$ cat src/rtl/memoria_dados_param_pkg.sv
// rtl/memoria_dados_param_pkg.sv - shared types and limits for the parametrised data memory
package memoria_pkg;

    typedef enum logic {
        LIMPANDO = 1'b0,
        OPERANDO = 1'b1
    } estado_t;

    localparam int LATENCIA_MAX = 4;

endpackage

$ cat src/rtl/memoria_dados_param_linha_atraso.sv
// rtl/memoria_dados_param_linha_atraso.sv - clearable shift register carrying {valido, erro, dado}
module linha_atraso #(
    parameter int LARGURA = 8,
    parameter int PROF    = 0
) (
    input  logic               clk,
    input  logic               rst,
    input  logic [LARGURA+1:0] entrada,
    output logic [LARGURA+1:0] saida
);

    generate
        if (PROF == 0) begin : g_direto
            logic unused_sinais;
            assign unused_sinais = clk ^ rst;
            assign saida = entrada;
        end else begin : g_registrado
            logic [LARGURA+1:0] estagio [PROF];

            always_ff @(posedge clk or posedge rst) begin
                if (rst) begin
                    for (int i = 0; i < PROF; i++) begin
                        estagio[i] <= '0;
                    end
                end else begin
                    estagio[0] <= entrada;
                    for (int i = 1; i < PROF; i++) begin
                        estagio[i] <= estagio[i-1];
                    end
                end
            end

            assign saida = estagio[PROF-1];
        end
    endgenerate

endmodule

$ cat src/rtl/memoria_dados_param.sv
// rtl/memoria_dados_param.sv - pipelined single-port data memory with optional post-reset zeroing sweep
module memoria_dados_param
    import memoria_pkg::*;
#(
    parameter int  LARGURA         = 8,
    parameter int  PROFUNDIDADE    = 256,
    parameter int  LATENCIA        = 1,
    parameter int  LIMPAR_NO_RESET = 1,
    localparam int LARG_END        = $clog2(PROFUNDIDADE)
) (
    input  logic                clk,
    input  logic                rst,
    input  logic                valido,
    input  logic                writeEnable,
    input  logic [LARG_END-1:0] endereco,
    input  logic [LARGURA-1:0]  dadoEntrada,
    output logic                pronto,
    output logic [LARGURA-1:0]  dadoSaida,
    output logic                saidaValida,
    output logic                erroEndereco,
    output logic                ocupado
);

    localparam int PROF_LINHA = ((LATENCIA > LATENCIA_MAX) ? LATENCIA_MAX : LATENCIA) - 1;
    localparam logic [LARG_END:0]   PROF_LIM = (LARG_END+1)'(PROFUNDIDADE);
    localparam logic [LARG_END-1:0] ULT_END  = LARG_END'(PROFUNDIDADE - 1);
    localparam estado_t ESTADO_INICIAL = (LIMPAR_NO_RESET != 0) ? LIMPANDO : OPERANDO;

    typedef struct packed {
        logic               erro;
        logic [LARGURA-1:0] dado;
    } resposta_t;

    estado_t             estado;
    estado_t             prox_estado;
    logic [LARG_END-1:0] contador;
    logic [LARGURA-1:0]  mem [PROFUNDIDADE];

    logic                aceita;
    logic                em_faixa;
    resposta_t           resp_req;
    resposta_t           resp_fim;
    logic                valido_fim;
    logic [LARGURA+1:0]  linha_saida;

    always_ff @(posedge clk or posedge rst) begin
        if (rst) begin
            estado <= ESTADO_INICIAL;
        end else begin
            estado <= prox_estado;
        end
    end

    always_comb begin
        prox_estado = estado;
        if (estado == LIMPANDO && contador == ULT_END) begin
            prox_estado = OPERANDO;
        end
    end

    always_comb begin
        pronto  = (estado == OPERANDO) && !rst;
        ocupado = (estado == LIMPANDO);
    end

    always_ff @(posedge clk or posedge rst) begin
        if (rst) begin
            contador <= '0;
        end else if (estado == LIMPANDO) begin
            contador <= contador + 1'b1;
        end
    end

    // Read path sees the array before this edge's write; writes echo their own data.
    always_comb begin
        em_faixa      = ({1'b0, endereco} < PROF_LIM);
        aceita        = valido && pronto;
        resp_req.erro = aceita && !em_faixa;
        if (!em_faixa) begin
            resp_req.dado = '0;
        end else if (writeEnable) begin
            resp_req.dado = dadoEntrada;
        end else begin
            resp_req.dado = mem[endereco];
        end
    end

    always_ff @(posedge clk) begin
        if (estado == LIMPANDO) begin
            mem[contador] <= '0;
        end else if (aceita && writeEnable && em_faixa) begin
            mem[endereco] <= dadoEntrada;
        end
    end

    linha_atraso #(
        .LARGURA (LARGURA),
        .PROF    (PROF_LINHA)
    ) u_linha_atraso (
        .clk     (clk),
        .rst     (rst),
        .entrada ({aceita, resp_req}),
        .saida   (linha_saida)
    );

    assign {valido_fim, resp_fim} = linha_saida;

    // Final stage doubles as the hold register for dadoSaida between responses.
    always_ff @(posedge clk or posedge rst) begin
        if (rst) begin
            saidaValida  <= 1'b0;
            erroEndereco <= 1'b0;
            dadoSaida    <= '0;
        end else begin
            saidaValida  <= valido_fim;
            erroEndereco <= valido_fim && resp_fim.erro;
            if (valido_fim) begin
                dadoSaida <= resp_fim.dado;
            end
        end
    end

endmodule

$ cat config.mk
export PLATFORM = sky130hd
export DESIGN_NAME = memoria_dados_param
export DESIGN_NICKNAME = d
export VERILOG_FILES = /design/src/rtl/memoria_dados_param_pkg.sv /design/src/rtl/memoria_dados_param_linha_atraso.sv /design/src/rtl/memoria_dados_param.sv
export SDC_FILE = /design/constraint.sdc
export NUM_CORES = 2
export LEC_CHECK = 0
export ABC_CLOCK_PERIOD_IN_PS = 4800
export CAP_MARGIN = 10
export CORE_UTILIZATION = 57
export DETAILED_ROUTE_END_ITERATION = 7
export PLACE_DENSITY = 0.78
export RECOVER_POWER = 25
export SYNTH_ARGS = -nofsm -noshare
export SYNTH_HDL_FRONTEND = slang
export SYNTH_SLANG_ARGS = --single-unit
export TNS_END_PERCENT = 50
$ cat constraint.sdc
create_clock -name clk -period 4.8 [get_ports clk]
set_input_delay 0.48 -clock clk [delete_from_list [all_inputs] [get_ports clk]]
set_output_delay 0.48 -clock clk [all_outputs]
set_load 0.02 [all_outputs]
==> results by group <==
Status
  • Status: complete, but fails checks
  • Failing checks: max-capacitance violations, max-slew violations

STA
  • Worst Skew: 0.0378 ns
  • Fin. Hold Viols: 0
  • Crit share post-route: 0.880
  • TNS Setup: 0 ns
  • Max Clock Freq: 237 MHz
  • Fin crit period: 4.22 ns
  • Worst-margin pin slew: 1.68 ns
  • RSZ-0062 raised after global routing: false
  • Max Slew Vio Count: 203
  • Relative slew margins: -0.117
  • Final setup vio count: 0

Layout
  • Non-Filler Instances: 6089
  • Reg area: 0.0619 mm²
  • Multi-input gate area: 0.0176 mm²
  • Commonest non-fill, non-tap cell in the layout: edfxtp_1
  • Area delta synth->final: 11.2%
  • Commonest cells after routing, fill and taps aside: edfxtp_1 (2048), mux4_2 (437), nor2_1 (274), mux2i_1 (224), clkbuf_16 (193)
  • Fin area: 0.0902 mm²
  • Final nets: 4079
  • Fillers: 8887
  • Share of layout cells above drive strength 1: 0.232

Detailed routing
  • 1st-pass router iterations: 7
  • Total routed wirelength: 200000 µm
  • Avg WL per Cell: 32.9 µm
  • Vias: 41000
  • DRC: 0
  • Detail Route Antenna Nets: 0
  • Vias per cell: 6.74
  • Initial DRC Count: 6512

Setup path
  • Startpoint types: register
  • CP Data Required Time: 5.29 ns
  • CP Capture Point: mem[139][3]
  • Largest fanout on the critical path: 72
  • R2R depth: 6
  • Critical path endpoint category: register
  • Reg-to-reg slack, setup: 0.58 ns
  • RR Startpoint: estado
  • Arr. time, crit path: 4.72 ns
  • Worst r2r dst: mem[139][3]
  • Kind of critical path: reg2reg
  • Crit path from: estado

Logic synthesis
  • Syn Area/Cell: 21.1 µm²
  • Post-synth EDFFs: 2048
  • Library cells used by synthesis: 63
  • Fraction of registers with async set/reset: 0.00871
  • Syn Inst Count: 3845
  • Register area share after synthesis: 0.764
  • Flop and latch count out of synthesis: 2066
  • Ys flop type: edfxtp_1
  • Synthesis Warnings: 0
  • Cell area after synthesis: 0.0810 mm²
  • Synth Net Count: 3866

Die
  • Core box area: 0.140 mm²
  • Initial core utilization: 0.578
  • Die Span X: 379 µm
  • Rows: 137
  • Die H: 379 µm
  • I/O pins: 32
  • Die area: 0.144 mm²

Clocking
  • Clock latency on the worst-skew pair: 0.85 ns
  • Hold Buf Count CTS: 0
  • Htree depth: 4
  • Clock Sinks: 2066
  • TritonCTS clock tree: yes
  • Postcts setup bufs: 0
  • Worst-path clk slew: 0.07 ns
  • Total CTS buffers: 192
  • CTS max path bufs: 3
  • CTS root buf: clkbuf_16
  • CTS resizes: 0

Global routing
  • Initial antenna violation count: 9
  • Vias in the first global route: 41100
  • Congestion Overflow GR: 0
  • GRT busiest layer: met2
  • GRT Util Overall: 0.285
  • Met3 track demand over resource: 0.0852
  • Largest net degree at the start of global routing: 117
  • First-pass GRT wire length: 289000 µm
  • Met1 usage: 0.383
  • Met2 usage: 0.429

Placement
  • Detail Placement HPWL: 124000 µm
  • Dpl cells: 5740
  • IO buf count: 30
  • Placer Congestion: 1.02
  • Area after DPL: 0.0843 mm²

Pwr
  • Comb pwr share: 0.025
  • Leak Pwr: 23.3 nW
  • Internal power: 27.6 mW
  • Peak supply drop: 0.289 mV
  • Clk pwr share: 0.414
  • Sequential share of power: 0.561
  • Switch share: 0.206
  • Net Sw Power: 7.18 mW
  • PwrDens: 386 mW/mm²

Flow run
  • Max Cap Viol: 3

Min path
  • Min-Delay Path Class: in2async
[per-layer routing]
metal	routed length (µm)	vias to the layer above
met1	71800	21200
met4	11000	14
met3	24800	612
met5	240	-
li1	-	16400
met2	92400	2830
[cells in the mapped netlist, types with 8 or more instances]
master | n | area share
dfrtp_1 | 18 | 0.0056
o21ai_0 | 50 | 0.0031
nand2_1 | 95 | 0.0044
mux4_1 | 25 | 0.0081
a21oi_1 | 43 | 0.0027
buf_8 | 13 | 0.0024
and3_1 | 9 | 0.00069
buf_4 | 27 | 0.0025
buf_1 | 10 | 0.00046
a211oi_1 | 15 | 0.0014
clkbuf_1 | 70 | 0.0032
or3_1 | 9 | 0.00069
nand2b_1 | 15 | 0.0012
mux4_2 | 437 | 0.12
o22ai_1 | 51 | 0.0039
mux2i_1 | 224 | 0.028
nand3_1 | 55 | 0.0034
o21ai_1 | 8 | 0.00049
buf_2 | 75 | 0.0046
mux2_2 | 28 | 0.0039
nor2_1 | 276 | 0.013
a22oi_1 | 53 | 0.0049
nor2b_1 | 16 | 0.0012
a221oi_1 | 19 | 0.0021
buf_12 | 9 | 0.0022
nor3_1 | 9 | 0.00056
buf_6 | 25 | 0.0035
o221ai_1 | 15 | 0.0016
edfxtp_1 | 2048 | 0.76
[worst max-delay path, stage by stage (launching register included)]
cell and delay, ns:
dfrtp_1 0.51, nor2b_1 0.23, nand2_1 0.30, inv_1 0.16
clkbuf_1 0.56, and3_2 1.14, clkbuf_4 0.89
[worst min path at each step]
stage / from / to / slack, ns / cells after the start
after global placement: dadoSaida[1] / dadoSaida[1] / 0.51 / 2
final: rst / estado / 0.38 / 2
after global routing: rst / estado / 0.40 / 2
after CTS: rst / estado / 0.18 / 2
after detailed placement: dadoSaida[1] / dadoSaida[1] / 0.52 / 2
after floorplan: rst / contador[0] / 0.42 / 1
[layout make-up]
class	instances	area share
Inverter	6	0.000250
Clock inverter	106	0.00928
Clock buffer	241	0.0559
Sequential cell	2066	0.687
Timing Repair Buffer	248	0.0260
Multi-Input combinational cell	1544	0.195
Antenna cell	2	0.0000555
Tap cell	1876	0.0260
[registers in the layout, indices dropped and copies added (netlist names)]
signal,count
estado,1
mem,2048
dadoSaida,8
saidaValida,1
contador,8
[metrics by stage]
stage | setup WS, ns | hold slack (ns) | power [mW] | utilization
detailed placement | 0.557 | 0.515 | 20.8 | 0.602
global placement | 0.662 | 0.514 | 20.7 | 0.602
floorplan | 1.19 | 0.419 | 20.5 | -
global route | 0.396 | 0.401 | 35.5 | 0.643
CTS | 0.899 | 0.180 | 34.8 | 0.643
finish | 0.576 | 0.380 | 34.8 | 0.643
[cell families after synthesis]
| kind of cell | Yosys count | share of synthesized area |
|---|---|---|
| flip-flops | 2066 | 0.764 |
| multiplexers | 714 | 0.161 |
| AND/OR/NAND/NOR | 504 | 0.0268 |
| AO/OA/AOI/OAI | 317 | 0.0275 |
| buffers and inverters | 235 | 0.0192 |
| XOR/XNOR | 7 | 0.000757 |
| adder cells (fa/ha/maj) | 1 | 0.000154 |
| other | 1 | 0.0000463 |
[power groups by stage]
| stage | Combinational, mW | Sequential (mW) | Clock (mW) |
|---|---|---|---|
| 2_1_floorplan | 0.605 | 19.9 | 0 |
| 3_3_place_gp | 0.848 | 19.9 | 0 |
| 3_5_place_dp | 0.857 | 19.9 | 0 |
| 4_1_cts | 0.859 | 19.5 | 14.5 |
| 5_1_grt | 0.896 | 19.5 | 15.1 |
| 6_report | 0.876 | 19.5 | 14.4 |
No activity file was read; power rests on OpenSTA's default activity.
